<file path="src/rtl/rtc_bus_reader.sv">
`default_nettype none
// ============================================================================
//  Module   : rtc_bus_reader
//  Purpose  : Sweeps the nine RTC time/date/timer registers over the chip's
//             multiplexed address/data bus and streams each byte into the
//             staging bank of the double-buffered register memory.
//  Revision : 1.0  initial release
// ============================================================================
module rtc_bus_reader #(
    parameter int PHASE_CYC = 4
) (
    input  logic       clk,
    input  logic       reset,
    input  logic       leer,
    input  logic       actready,
    input  logic [7:0] ad_in,
    output logic [7:0] ad_out,
    output logic       ad_oe,
    output logic       cs_n,
    output logic       rd_n,
    output logic       wr_n,
    output logic       a_d,
    output logic [3:0] ADD1,
    output logic [7:0] DAT1,
    output logic       w1,
    output logic       whileT,
    output logic       busy
);

    // Last register index of a sweep, last count of a bus phase, and the
    // memory index the write port parks on while idle (never shadow-copied).
    localparam logic [3:0] c_LAST_IDX   = 4'd8;
    localparam logic [3:0] c_PHASE_LAST = 4'(PHASE_CYC - 1);
    localparam logic [3:0] c_IDLE_ADD   = 4'd15;

    typedef enum logic [2:0] {
        S_IDLE  = 3'd0,
        S_OPEN  = 3'd1,
        S_ADDR  = 3'd2,
        S_GAP   = 3'd3,
        S_DATA  = 3'd4,
        S_STORE = 3'd5,
        S_CLOSE = 3'd6,
        S_WAIT  = 3'd7
    } state_t;

    state_t     r_state;
    state_t     w_state_d;
    logic [3:0] r_idx;
    logic [3:0] w_idx_d;
    logic [3:0] r_cnt;
    logic [3:0] w_cnt_d;
    logic       r_pend;
    logic [7:0] r_cap;

    // Registered copies of every output so the bus and memory ports are
    // glitch-free; each is decoded from the next state so it lines up with
    // the state it belongs to.
    logic [7:0] r_ad_out, w_ad_out_d;
    logic       r_ad_oe,  w_ad_oe_d;
    logic       r_cs_n,   w_cs_n_d;
    logic       r_rd_n,   w_rd_n_d;
    logic       r_wr_n,   w_wr_n_d;
    logic       r_a_d,    w_a_d_d;
    logic       r_while,  w_while_d;
    logic       r_busy,   w_busy_d;
    logic [3:0] r_add1;
    logic [7:0] r_dat1;
    logic       r_w1;

    // Chip register address for sweep slot idx: clock block at 0x21..0x26,
    // timer block at 0x41..0x43.
    function automatic logic [7:0] f_chip_addr(input logic [3:0] idx);
        logic [7:0] a;
        case (idx)
            4'd0:    a = 8'h21;
            4'd1:    a = 8'h22;
            4'd2:    a = 8'h23;
            4'd3:    a = 8'h24;
            4'd4:    a = 8'h25;
            4'd5:    a = 8'h26;
            4'd6:    a = 8'h41;
            4'd7:    a = 8'h42;
            4'd8:    a = 8'h43;
            default: a = 8'h00;
        endcase
        return a;
    endfunction

    // Memory slot for sweep slot idx: timer registers skip slots 6 and 7.
    function automatic logic [3:0] f_mem_index(input logic [3:0] idx);
        logic [3:0] m;
        case (idx)
            4'd0:    m = 4'd0;
            4'd1:    m = 4'd1;
            4'd2:    m = 4'd2;
            4'd3:    m = 4'd3;
            4'd4:    m = 4'd4;
            4'd5:    m = 4'd5;
            4'd6:    m = 4'd8;
            4'd7:    m = 4'd9;
            4'd8:    m = 4'd10;
            default: m = c_IDLE_ADD;
        endcase
        return m;
    endfunction

    // Next-state, slot index and phase counter, then output decode of the
    // next state.
    always_comb begin
        w_state_d = r_state;
        w_idx_d   = r_idx;
        w_cnt_d   = 4'd0;

        case (r_state)
            S_IDLE: begin
                if (r_pend || leer) begin
                    w_state_d = S_OPEN;
                end
            end
            S_OPEN: begin
                w_idx_d   = 4'd0;
                w_state_d = S_ADDR;
            end
            S_ADDR: begin
                if (r_cnt == c_PHASE_LAST) begin
                    w_state_d = S_GAP;
                end else begin
                    w_cnt_d = r_cnt + 4'd1;
                end
            end
            S_GAP: begin
                if (r_cnt == c_PHASE_LAST) begin
                    w_state_d = S_DATA;
                end else begin
                    w_cnt_d = r_cnt + 4'd1;
                end
            end
            S_DATA: begin
                if (r_cnt == c_PHASE_LAST) begin
                    w_state_d = S_STORE;
                end else begin
                    w_cnt_d = r_cnt + 4'd1;
                end
            end
            S_STORE: begin
                if (r_idx == c_LAST_IDX) begin
                    w_state_d = S_CLOSE;
                end else begin
                    w_idx_d   = r_idx + 4'd1;
                    w_state_d = S_ADDR;
                end
            end
            S_CLOSE: begin
                w_state_d = S_WAIT;
            end
            S_WAIT: begin
                if (actready) begin
                    w_state_d = S_IDLE;
                end
            end
            default: begin
                w_state_d = S_IDLE;
                w_idx_d   = 4'd0;
            end
        endcase

        // Bus idle unless the next state is one of the three bus phases.
        w_ad_out_d = 8'h00;
        w_ad_oe_d  = 1'b0;
        w_cs_n_d   = 1'b1;
        w_rd_n_d   = 1'b1;
        w_wr_n_d   = 1'b1;
        w_a_d_d    = 1'b1;

        case (w_state_d)
            S_ADDR: begin
                w_cs_n_d   = 1'b0;
                w_wr_n_d   = 1'b0;
                w_a_d_d    = 1'b0;
                w_ad_oe_d  = 1'b1;
                w_ad_out_d = f_chip_addr(w_idx_d);
            end
            S_DATA: begin
                w_cs_n_d = 1'b0;
                w_rd_n_d = 1'b0;
            end
            default: begin
            end
        endcase

        // The write window spans every bus phase plus CLOSE, so the final
        // w1 pulse (issued in CLOSE) still lands inside it.
        w_while_d = (w_state_d == S_ADDR)  || (w_state_d == S_GAP)   ||
                    (w_state_d == S_DATA)  || (w_state_d == S_STORE) ||
                    (w_state_d == S_CLOSE);
        w_busy_d  = w_while_d || (w_state_d == S_WAIT);
    end

    // State, index and phase counter registers.
    always_ff @(posedge clk or posedge reset) begin
        if (reset) begin
            r_state <= S_IDLE;
            r_idx   <= 4'd0;
            r_cnt   <= 4'd0;
        end else begin
            r_state <= w_state_d;
            r_idx   <= w_idx_d;
            r_cnt   <= w_cnt_d;
        end
    end

    // Pending request: entering OPEN consumes it, any later leer re-arms it
    // so a request made mid-sweep is serviced once afterwards.
    always_ff @(posedge clk or posedge reset) begin
        if (reset) begin
            r_pend <= 1'b0;
        end else if ((w_state_d == S_OPEN) && (r_state != S_OPEN)) begin
            r_pend <= 1'b0;
        end else if (leer) begin
            r_pend <= 1'b1;
        end
    end

    // Capture the chip's byte on the edge that ends the data phase.
    always_ff @(posedge clk or posedge reset) begin
        if (reset) begin
            r_cap <= 8'h00;
        end else if ((r_state == S_DATA) && (r_cnt == c_PHASE_LAST)) begin
            r_cap <= ad_in;
        end
    end

    // Memory write port: STORE loads the index/data pair and raises w1 for
    // exactly one cycle; the pair then holds until the next write.
    always_ff @(posedge clk or posedge reset) begin
        if (reset) begin
            r_add1 <= c_IDLE_ADD;
            r_dat1 <= 8'h00;
            r_w1   <= 1'b0;
        end else begin
            r_w1 <= (r_state == S_STORE);
            if (r_state == S_STORE) begin
                r_add1 <= f_mem_index(r_idx);
                r_dat1 <= r_cap;
            end
        end
    end

    // Bus control and handshake flag registers.
    always_ff @(posedge clk or posedge reset) begin
        if (reset) begin
            r_ad_out <= 8'h00;
            r_ad_oe  <= 1'b0;
            r_cs_n   <= 1'b1;
            r_rd_n   <= 1'b1;
            r_wr_n   <= 1'b1;
            r_a_d    <= 1'b1;
            r_while  <= 1'b0;
            r_busy   <= 1'b0;
        end else begin
            r_ad_out <= w_ad_out_d;
            r_ad_oe  <= w_ad_oe_d;
            r_cs_n   <= w_cs_n_d;
            r_rd_n   <= w_rd_n_d;
            r_wr_n   <= w_wr_n_d;
            r_a_d    <= w_a_d_d;
            r_while  <= w_while_d;
            r_busy   <= w_busy_d;
        end
    end

    assign ad_out = r_ad_out;
    assign ad_oe  = r_ad_oe;
    assign cs_n   = r_cs_n;
    assign rd_n   = r_rd_n;
    assign wr_n   = r_wr_n;
    assign a_d    = r_a_d;
    assign ADD1   = r_add1;
    assign DAT1   = r_dat1;
    assign w1     = r_w1;
    assign whileT = r_while;
    assign busy   = r_busy;

endmodule
`default_nettype wire

</file>
<file path="config.mk">
export PLATFORM = sky130hd
export DESIGN_NAME = rtc_bus_reader
export DESIGN_NICKNAME = d
export VERILOG_FILES = /design/src/rtl/rtc_bus_reader.sv
export SDC_FILE = /design/constraint.sdc
export NUM_CORES = 1
export LEC_CHECK = 0
export ABC_AREA = 1
export CELL_PAD_IN_SITES_DETAIL_PLACEMENT = 1
export CELL_PAD_IN_SITES_GLOBAL_PLACEMENT = 1
export CORE_MARGIN = 5
export CORE_UTILIZATION = 38
export DETAILED_ROUTE_END_ITERATION = 12
export GPL_TIMING_DRIVEN = 0
export PLACE_DENSITY_LB_ADDON = 0.25
export RECOVER_POWER = 50
export SYNTH_ARGS = -nofsm -noshare
export SYNTH_HDL_FRONTEND = slang
export SYNTH_SLANG_ARGS = --single-unit
</file>
<file path="constraint.sdc">
create_clock -name clk -period 2 [get_ports clk]
set_input_delay 0.2 -clock clk [delete_from_list [all_inputs] [get_ports clk]]
set_output_delay 0.2 -clock clk [all_outputs]
set_load 0.02 [all_outputs]
</file>
Yosys cells after proc, flatten, opt, wreduce, memory -nomap -nowiden
Memories as Yosys holds them, arrays and structs flattened. A register that Yosys moved wholly into a read port is not among the register bits.
Index checks and enable logic that the tools add are counted.
Widths: inputs -> output; s select.
- register bits: 43
- memory bits (read-only): 144
- output and inout port bits: 28
- memories: 2
- memory list (name ; depth ; width ; rd ports ; clocked after Yosys merged registers in ; wr ports ; line ; RTL):
    (no name shown) ; 16 ; 5 ; 1 ; 0 ; 0 ; 75 ; case (idx)
    (no name shown) ; 16 ; 4 ; 1 ; 1 ; 0 ; 93 ; case (idx)
- add/subtract/negate cells: 2
- multiplexer cells: 18
- eq/ne operators: 17
- reduce and logical (&&, ||, !) cells: 12
- operator list (cell ; count):
    $eq 3x3->1 const B ; 8
    $pmux 3 s8 ; 1
    $mux 3 ; 6
    $eq 3x2->1 const B ; 4
    $mux 4 ; 3
    $add 4x1->4 const B ; 2
    $mux 8 ; 1
    $pmux 4 s2 ; 1
    $eq 3x1->1 const B ; 2
    $logic_or 1x1->1 ; 6
    $mux 1 ; 6
    $eq 4x2->1 const B ; 1
    $eq 4x4->1 const B ; 1
    $logic_not 3->1 ; 1
    $ne 3x1->1 const B ; 1
    $reduce_or 3->1 ; 1
    $logic_and 1x1->1 ; 2
    $reduce_bool 2->1 ; 1
    $reduce_or 2->1 ; 1

Depth between registers and ports, before layout
- depth after elaboration: 9
- gate-level depth with buffers: 12
- depth with buffers taken out: 12

Least setup slack after synthesis
No wires, ideal clock.
- path kind: reg2reg
- from: register r_idx[1]
- to: register r_ad_out[1] (netlist: ad_out[1])
- cell stages (with the launch flop): 12
- path buffers: 0
- required time: 1882 ps
- period minus slack after synthesis: 1837 ps
- slack: 163 ps
- data arrival time: 1719 ps
- cell sequence: dfrtp_1 > inv_1 > ha_1 > nand3_2 > inv_1 > nand2_8 > nand2_1 > nand2_2 > ha_1 > nand3b_1 > a21oi_1 > nor2_1
- word-level cells in the longest chain between the ends: 5
- ends and longest elaborated chain (what ; line ; RTL):
    start, declared ; 49 ; logic [3:0] r_idx;
    start signal, assigned ; 208 ; r_idx <= w_idx_d;
    $add 4x1->4 / $eq 4x4->1 (equally long branches) ; 150, 147 ;
    $mux 4 / $mux 3 (equally long branches) ; 147 ; if (r_idx == c_LAST_IDX) begin
    $pmux 4 s2 / $pmux 3 s8 (equally long branches) ; 115 ; case (r_state)
    $mem_v2 16x5 / $eq 3x2->1 (equally long branches) ; n/a ;
    $mux 8 * ; 176 ; case (w_state_d)
    net w_ad_out_d[1] ; 59 ; logic [7:0] r_ad_out, w_ad_out_d;
    end signal, assigned ; 262 ; r_ad_out <= w_ad_out_d;
    end, declared ; 59 ;
Mark *: on every way through the listed nets, which the timed path passes. The rest lies on a longest branch.
A chain may end at the register's enable or synchronous reset.

Worst setup path after layout
- from: register r_state[1]
- to: register r_ad_out[1] (netlist: ad_out[1])
- word-level cells in the longest chain between the ends: 4
- ends and longest elaborated chain (what ; line ; RTL):
    start, declared ; 47 ; state_t r_state;
    start signal, assigned ; 207 ; r_state <= w_state_d;
    $eq 3x3->1 (tied with other cells) ; 115 ;
    $pmux 4 s2 / $pmux 3 s8 (equally long branches) ; 115 ;
    $mem_v2 16x5 / $eq 3x2->1 (equally long branches) ; n/a ;
    $mux 8 * ; 176 ;
    net w_ad_out_d[1] ; 59 ;
Marks and branches as above.

==> metrics <==
launch point of the worst reg-to-reg path r_state[1]; Final Critical Period 1.90 ns; HP Class in2reg; layout cells sized above 1 between 20% and 30%; Worst Min Path Start ad_in[0]; Final Cycle Share around 95%; global-route wire length before repair approximately 7.9 mm; Slew Limit Headroom slightly below 50%; # port buffers 36; synth warn 0; routed via count between 1500 and 2000; Core ar. 0.00517 mm2; Unique masters post-synth 30; number of flops mapped to enable cells by yosys 0; hpwl dp between 3 and 4 mm; Crit path buffers/inverters 2; critical path class reg2reg; Power Total 3.75 mW; Seq cells post-synth between 40 and 50; Max IR drop VDD between 0.7 and 0.8 mV; cells taking the most area after synthesis dfrtp_1 (45%), nand2_1 (13%), dfstp_2 (8.9%), inv_1 (5.5%), o21ai_0 (3.2%); Worst path slowest cell dfrtp_1; clock latency on the worst-skew pair roughly 0.30 ns; Layout Cells excl Fill approximately 350; row cnt 26; Clk pin slew, worst setup/hold paths about 0.09 ns; dominant cell by count in the synthesized netlist nand2_1; crit path from r_state[1]; Post-route DRC 0; crit-path max FO 4; WP data arrival ~2.1 ns; vias per cell between 4 and 5; synth cell count leaders nand2_1 (69), dfrtp_1 (37), inv_1 (30); final max-slew violation count 0; Pwr Density roughly 1400 mW/mm2; CTS root buf clkbuf_8; fmax 0.525 GHz; final setup vio count 0; status complete, no violations; global placement routability congestion ~0.77; asr flop ratio synth 100%; clk_skew 0.00646 ns; H-tree depth 2; max incr delay on CP roughly 0.42 ns; Most used DFF post-synth dfrtp_1; clock sink count between 40 and 50; MaxCap Viol Count 0; register area share after synthesis between 50% and 60%; final WL ~4.9 mm; post-DR wirelength/cell between 10 and 15 um; cts bufs inserted 5; ANT nets after route 0; Worst path most repeated cell nand2_1; Tightest Pin Transition 0.756 ns; design area ~0.0027 mm2; grt total ovfl 0; hold_buf cts 0; Worst setup EP type flop; Total Routing Usage GR 14.1%; Worst EP required 2.20 ns; cell count after synthesis approximately 230; Yosys top cell by area dfrtp_1; IO Count 40; leakage 1.34 nW; Placed Area 0.00254 mm2; die height roughly 84 um; vias in the first global route approximately 1600; pin count of the biggest net entering global routing 27; initial antenna violation count 0; Initial Utilization between 30% and 40%; cell count after placement between 300 and 400; final net count 300; Detailed Routing Iterations Pass 1 4; First DRT Iteration DRCs 40; CTS Buffer Depth 2; ant diodes 0; mapped cell area around 0.0021 mm2; die area between 0.006 and 0.007 mm2; Yosys top cell area share 44.9%; Area Overhead vs Synth 31.0%; CTS tree built; CP cell instances inv_2 > nand2_4 > nor2_4 > buf_12 > nand2_1 > nand2_1 > nand2_2 > ha_1 > nand3b_1 > a21oi_2 > nor2_1; average footprint of a synthesized cell ~9.0 um2; Final Hold Vio Count 0; Die Wd about 84 um; crit start category flop; Top Family by Delay on Critical Path simple AND/OR/NAND/NOR gates
[layer usage]
layer,routed length [um],vias to the layer above,GRT usage (%)
li1,-,803,-
met1,2120,790,17.7
met2,2480,23,23.3
met3,174,6,3.75
met4,72,0,4.82
met5,0,-,0
[cell type report]
type                            count  area, um2
Clock buffer                        6       82.6
Timing Repair Buffer               45        425
Sequential cell                    44       1110
Fill cell                         590       2470
Multi-Input combinational cell    145        788
Clock inverter                      2       13.8
Tap cell                           70       87.6
Buffer                              8       63.8
Inverter                           34        128
[cell families (layout without fill, tap and decap cells)]
| family | count (synthesis) | after routing | synth area share, % |
|---|---|---|---|
| compound gates | 20 | 20 | 5.59 |
| other cells | 1 | 3 | 0.182 |
| buf+inv | 42 | 95 | 9.29 |
| simple gates | 115 | 115 | 27.2 |
| fa+ha+maj | 5 | 5 | 3.04 |
| flops | 44 | 44 | 53.9 |
| xor+xnor | 2 | 2 | 0.850 |
[state kept, by name, summed over array words and instances, names as in the netlist]
name,count
busy,1
ADD1,4
ad_oe,1
ad_out,5
DAT1,8
r_state,3
whileT,1
cs_n,1
w1,1
a_d,1
r_cnt,4
r_cap,8
r_pend,1
rd_n,1
r_idx,4
[cells in the final DEF (no fill, tap or decap), types with 2 or more instances in the layout]
cell	instances
nand3_4	3
nor2_2	3
xor2_1	2
o21ai_0	13
ha_1	4
clkbuf_8	6
inv_2	7
buf_4	12
nor2_1	15
clkdlybuf4s50_1	35
nand3_1	11
dfstp_2	7
nand2_1	69
nand2_2	5
nor2_4	2
a31oi_1	2
inv_1	27
nand3b_1	2
nand3_2	2
conb_1	3
dfrtp_1	37
clkbuf_2	2
[worst paths after layout]
check,depth (start not counted),endpoint,slack (ns)
setup / recovery,11,ad_out[1],0.1
hold / removal,3,r_cap[0],0.44
setup reg to reg,11,ad_out[1],0.1
hold reg to reg,2,ADD1[3],0.47
max in group asynchronous,3,r_cap[5],0.44
min in group asynchronous,2,ad_out[0],0.46
[worst min-delay path: stages]
cell             delay, ns
clkdlybuf4s50_1       0.39
nand2_1               0.07
nand2_1               0.05
[per-stage QoR]
step,TNS (ns),setup WS [ns],hold WS (ns),utilization (%)
floorplan,0,0.163,0.317,-
global placement,-5.77,-0.158,0.450,48.6
CTS,0,0.00141,0.223,51.0
finish,0,0.0953,0.443,52.2
detailed placement,-0.0526,-0.0526,0.466,49.0
global route,-0.0456,-0.0456,0.452,52.2
[what timing repair did]
| item | 4_1_cts | 5_1_grt |
|---|---|---|
| gates resized for setup | 1 | 6 |
| setup buffers | 1 | 7 |
| setup endpoints to repair | 1 | 3 |
| pin swaps | 0 | 1 |
[where the power goes]
group | total, mW | leakage [nW] | internal (mW) | switching, mW
registers | 1.40 | 0.519 | 1.23 | 0.168
clock network | 0.608 | 0.0516 | 0.283 | 0.325
logic | 1.74 | 0.766 | 0.730 | 1.01
total | 3.75 | 1.34 | 2.24 | 1.50
(Power assumes the default switching activity.)
